**config.mk**
```make
export PLATFORM = sky130hd
export DESIGN_NAME = kernel_scaler_seq
export DESIGN_NICKNAME = d
export VERILOG_FILES = /design/src/rtl/kernel_scaler_seq.sv
export SDC_FILE = /design/constraint.sdc
export NUM_CORES = 1
export LEC_CHECK = 0
export ABC_CLOCK_PERIOD_IN_PS = 4800
export BUFFER_PORTS_ARGS = -buffer_cell sky130_fd_sc_hd__buf_2
export CAP_MARGIN = 40
export CELL_PAD_IN_SITES_DETAIL_PLACEMENT = 0
export CELL_PAD_IN_SITES_GLOBAL_PLACEMENT = 1
export CORE_MARGIN = 5
export CORE_UTILIZATION = 43
export DETAILED_ROUTE_END_ITERATION = 16
export PLACE_DENSITY = 0.83
export SYNTH_ARGS = -nofsm -noshare
export SYNTH_HDL_FRONTEND = slang
export SYNTH_SLANG_ARGS = --single-unit
```
**constraint.sdc**
```tcl
create_clock -name clk -period 4.8 [get_ports clk]
set_input_delay 0.24 -clock clk [delete_from_list [all_inputs] [get_ports clk]]
set_output_delay 0.24 -clock clk [all_outputs]
set_load 0.005 [all_outputs]
```
**src/rtl/kernel_scaler_seq.sv**
```systemverilog
// Sequential Gx/Gy 3x3 edge-kernel builder: one shared multiplier walks 18
// coefficients into a working buffer, then both kernels commit together.
//
// state  | meaning
// -------+------------------------------------------------------------
// IDLE   | waiting for start; committed kernels held on kx/ky
// CALC   | one coefficient per cycle, idx 0-8 -> Gx, 9-17 -> Gy
// COMMIT | working buffer and sat bit copied to outputs in one edge
module kernel_scaler_seq #(
   parameter int MAG_W   = 4,
   parameter int SCALE_W = 4
) (
   input  logic                   clk,
   input  logic                   n_rst,
   input  logic                   start,
   input  logic [SCALE_W-1:0]     bscalar,
   input  logic [1:0]             mode,
   input  logic                   scale_all,
   output logic                   busy,
   output logic                   kernel_valid,
   output logic [9*(MAG_W+1)-1:0] kx,
   output logic [9*(MAG_W+1)-1:0] ky,
   output logic                   sat_flag
);

   localparam int EW = MAG_W + 1;
   localparam int PW = (4 + SCALE_W > MAG_W) ? 4 + SCALE_W : MAG_W;
   localparam logic [PW-1:0] MAXV = PW'((64'd1 << MAG_W) - 64'd1);

   localparam logic [1:0] S_IDLE   = 2'd0;
   localparam logic [1:0] S_CALC   = 2'd1;
   localparam logic [1:0] S_COMMIT = 2'd2;

   logic [1:0]         state;
   logic [4:0]         idx;
   logic [SCALE_W-1:0] bs_q;
   logic [1:0]         mode_q;
   logic               all_q;
   logic               wsat;
   logic [18*EW-1:0]   wbuf;

   logic               is_y;
   logic [4:0]         e;
   logic [1:0]         r, c, grow, gcol;
   logic [3:0]         mid_m, out_m, base_mag;
   logic               base_neg, scaled, sat;
   logic [PW-1:0]      prod;
   logic [MAG_W-1:0]   mag;
   logic [EW-1:0]      coef;

   always_comb begin
      is_y = (idx >= 5'd9);
      e    = is_y ? idx - 5'd9 : idx;
      if (e < 5'd3) begin
         r = 2'd0;
         c = e[1:0];
      end else if (e < 5'd6) begin
         r = 2'd1;
         c = 2'(e - 5'd3);
      end else begin
         r = 2'd2;
         c = 2'(e - 5'd6);
      end
      // Gy(r,c) is Gx(c,r), so Gy elements are looked up in the Gx table
      grow = is_y ? c : r;
      gcol = is_y ? r : c;
      case (mode_q)
         2'b01:   begin mid_m = 4'd1;  out_m = 4'd1; end
         2'b10:   begin mid_m = 4'd10; out_m = 4'd3; end
         default: begin mid_m = 4'd2;  out_m = 4'd1; end
      endcase
      base_mag = (gcol == 2'd1) ? 4'd0 : ((grow == 2'd1) ? mid_m : out_m);
      base_neg = (gcol == 2'd2);
      scaled   = all_q | (grow == 2'd1);
      prod     = scaled ? PW'(base_mag) * PW'(bs_q) : PW'(base_mag);
      sat      = (prod > MAXV);
      mag      = sat ? {MAG_W{1'b1}} : prod[MAG_W-1:0];
      coef     = {base_neg & (|mag), mag};
   end

   assign busy = (state == S_CALC) || (state == S_COMMIT);

   always_ff @(posedge clk or negedge n_rst) begin
      if (!n_rst) begin
         state        <= S_IDLE;
         idx          <= '0;
         bs_q         <= '0;
         mode_q       <= '0;
         all_q        <= 1'b0;
         wsat         <= 1'b0;
         wbuf         <= '0;
         kx           <= '0;
         ky           <= '0;
         sat_flag     <= 1'b0;
         kernel_valid <= 1'b0;
      end else begin
         case (state)
            S_IDLE: begin
               if (start) begin
                  bs_q   <= bscalar;
                  mode_q <= mode;
                  all_q  <= scale_all;
                  idx    <= '0;
                  wsat   <= 1'b0;
                  state  <= S_CALC;
               end
            end
            S_CALC: begin
               wbuf[idx*EW +: EW] <= coef;
               if (sat) wsat <= 1'b1;
               if (idx == 5'd17) state <= S_COMMIT;
               else              idx   <= idx + 5'd1;
            end
            S_COMMIT: begin
               kx           <= wbuf[0 +: 9*EW];
               ky           <= wbuf[9*EW +: 9*EW];
               sat_flag     <= wsat;
               kernel_valid <= 1'b1;
               state        <= S_IDLE;
            end
            default: state <= S_IDLE;
         endcase
      end
   end

endmodule

```
==> impl_metrics.ini <==
[status]
status = finished clean

[cells_and_area]
diodes = 0
fillers = 1680
final-instance-count-excl-fill = 1049
drive_above_1_share_pct = 47.4
layout.nets = 800
final_util_pct = 53.4
synthToLayoutAreaGrowth_pct = 21.9

[route]
drtIter0Drc = 364
wl_um = 19000
first_pass_iters = 4
via_count = 5448
wire_per_inst_um = 18.1
postRouteAntennaNets = 0
drt-vias-per-instance = 5.19
drc = 0

[worst_setup_path]
required_ns = 5.10
r2r_start = idx[0]
crit_top_cell = buf_4
r2r_setup_slack_ns = 0.23
cp.arrival_ns = 4.87
cp_cell_sequence = buf_4 > buf_4 > buf_4 > a2bb2oi_1 > o21ai_0 > nand2_1 > o211a_4 > o41ai_4 > a21oi_2 > and2_1 > ha_1 > fa_1 > ha_2 > nand3_1 > o21ai_0 > nand3_1 > buf_6 > nor4_4 > o211a_1 > clkbuf_16 > o22ai_1
end_kind = register
cpMaxStageDelayCell = fa_1
cp-start-kind = register
crit_fanout = 15
crit_path_max_incr_delay_ns = 0.53
r2r_cells = 21
critPathKind = register to register
rr_endpoint = wbuf[39]

[clock_network]
worstSkewPairLatency_ns = 0.44
cts_tree = done
cts_max_path_buffers = 2
cts.clk_slew.worst_paths_ns = 0.08
cts-root-buf = clkbuf_16
cts.sinks = 197
htreeDepth = 4
cts_inserted_buffers = 17

[sta]
fin_setup_tns_ns = 0
rsz0062_at_grt = no
fin_crit_sh_pct = 95.2
worst_slew_pin_slew_ns = 0.643
setup_slack_ns = 0.231
fmax_mhz = 219
skew_ns = 0.0200
period_needed_ns = 4.57
drv_slew = 0
setup_viol = 0
slew_headroom_pct = 56.7
final_hold_viol_count = 0

[floorplan]
die_y_um = 151
start_util_pct = 43.8
dieArea_um2 = 22800
fp-row-count = 51
die_w_um = 151
ioPinCount = 103
core_area_um2 = 19500

[synthesis]
syn_nets = 673
ys_seq_area_share_pct = 57.6
ys.flop_type = dfrtp_1
syn-instance-count = 644
synthDistinctLibCells = 60
syn_area_um2 = 8560
ys_seq_elements = 197
synth_edf_count = 0
ys_warn_count = 0
ys_async_sr_fraction_pct = 100
avgSynthCellArea_um2 = 13.3

[placed_design]
gp_congestion = 0.921
dp_hpwl_um = 13400
dp.cells = 1010
port_buffers = 102
pre_cts_ws_ns = -0.00349

[power_and_ir_drop]
max-vdd-ir-drop_mv = 0.477
cellLeakagePower_nw = 5.32
power_density_nw_per_um2 = 605

[grt]
grt-ovfl-total = 0
grt_pass1_wl_um = 31100
grt_use_total_pct = 17.3
grt_pass1_vias = 5885
grt_antenna_before_repair = 0
grt_max_degree = 108

[hold_path]
holdCritStartpoint = mode[1]
holdPathEnd = mode_q[1]
hold_path.class = primary input to register
holdPathStages = 2

[job]
cap_violations = 0
## cell type report
type | instances | area [um2] | area share (%)
flip-flops and latches | 197 | 4930 | 47.3
multi-input cells | 396 | 3530 | 33.9
repair buffers | 144 | 943 | 9.05
clock buffers | 17 | 425 | 4.08
well taps | 265 | 332 | 3.18
clock inverters | 15 | 209 | 2.00
inverters | 15 | 56.3 | 0.540
## metrics by stage
stage               hold slack [ns]  area, um2  power [W]
finish                       0.0485      10400    0.00630
global placement              0.418       9540    0.00447
global route                 0.0385      10400    0.00667
floorplan                   -0.0556       8560    0.00364
CTS                          0.0267      10300    0.00611
detailed placement           0.0888       9610    0.00458
## cells by family (layout without fill, tap and decap cells)
logic type	after synthesis	in the layout	synth area share, %
mux	172	172	22.6
simple gates	124	124	7.60
flops	197	197	57.6
xor+xnor	3	3	0.307
fa+ha+maj	19	19	2.87
compound gates	78	78	6.48
buf+inv	51	191	2.49
## cells in the final DEF, fill, tap and decap left out, drive strengths merged, types with 10 or more instances in the layout
cell type / synthesis / layout
nand3: 10 / 10
buf: 10 / 141
o21ai: 23 / 23
nand2: 41 / 41
nor2: 14 / 14
inv: 15 / 26
clkbuf: 26 / 19
and2: 22 / 22
ha: 18 / 18
mux2: 170 / 170
o22ai: 10 / 10
dfrtp: 197 / 197
## synth_stat cells, drive strengths merged (2+ instances only)
master / count / share of area (%)
nor2: 14 / 0.61
o21a: 2 / 0.18
clkbuf: 26 / 1.1
o31ai: 3 / 0.32
nand2: 41 / 1.8
and2: 22 / 1.6
mux2i: 2 / 0.28
o21ai: 23 / 1.3
buf: 10 / 0.69
mux2: 170 / 22
a21oi: 9 / 0.53
and3: 2 / 0.15
o211ai: 3 / 0.26
inv: 15 / 0.66
nand2b: 5 / 0.37
xnor2: 2 / 0.20
o22ai: 10 / 0.73
o41ai: 2 / 0.42
nand3: 10 / 0.64
nor2b: 6 / 0.44
a22o: 3 / 0.31
or2: 3 / 0.25
nor3: 9 / 0.58
nor4: 6 / 0.61
a31oi: 6 / 0.44
dfrtp: 197 / 58
nand4: 2 / 0.15
ha: 18 / 2.6
o211a: 2 / 0.23
## power by group
part | total, W | internal, W | switching (W)
sequential | 0.00223 | 0.00202 | 0.000217
clock | 0.00151 | 0.000773 | 0.000739
combinational | 0.00256 | 0.00117 | 0.00139
total | 0.00630 | 0.00396 | 0.00235
## worst max-delay path, delay by kind of cell, from the launching register on
kind,cells,cell delay [ns]
buffers and inverters,5,0.80
adders and majority gates,3,0.99
AOI/OAI and AO/OA,8,1.58
DFF,1,0.42
and+or+nand+nor,5,0.64
## metal layers
layer	track usage [%]	wire, um
met1	23.9	8730
met2	28.2	9470
met3	3.47	677
met4	4.35	149
met5	0	0
## state kept, by name, indices dropped and copies added (netlist names)
name,flops
kx,45
mode_q,2
idx,5
wbuf,90
all_q,1
sat_flag,1
state,2
bs_q,4
ky,45
kernel_valid,1
wsat,1
## how the worst max path moves through the flow
stage / slack (ns) / cells after the start / endpoint / from
after floorplan: 0.01 / 19 / wbuf[72] / idx[1]
after global placement: -0.006 / 17 / wbuf[51] / idx[0]
after detailed placement: -0.003 / 18 / wbuf[74] / idx[0]
after CTS: 0.02 / 19 / wbuf[74] / idx[0]
after global routing: 0.0004 / 20 / wbuf[74] / idx[1]
final: 0.23 / 21 / wbuf[39] / idx[0]
## timing repair
item / 4_1_cts / 5_1_grt
setup endpoints to repair: 18 / 83
gates cloned: 0 / 1
hold buffers: 1 / 0
gates resized for setup: 1 / 21
setup buffers: 0 / 5
hold endpoints to repair: 90 / 0
pin swaps: 0 / 12
No activity file was read; power rests on OpenSTA's default activity.
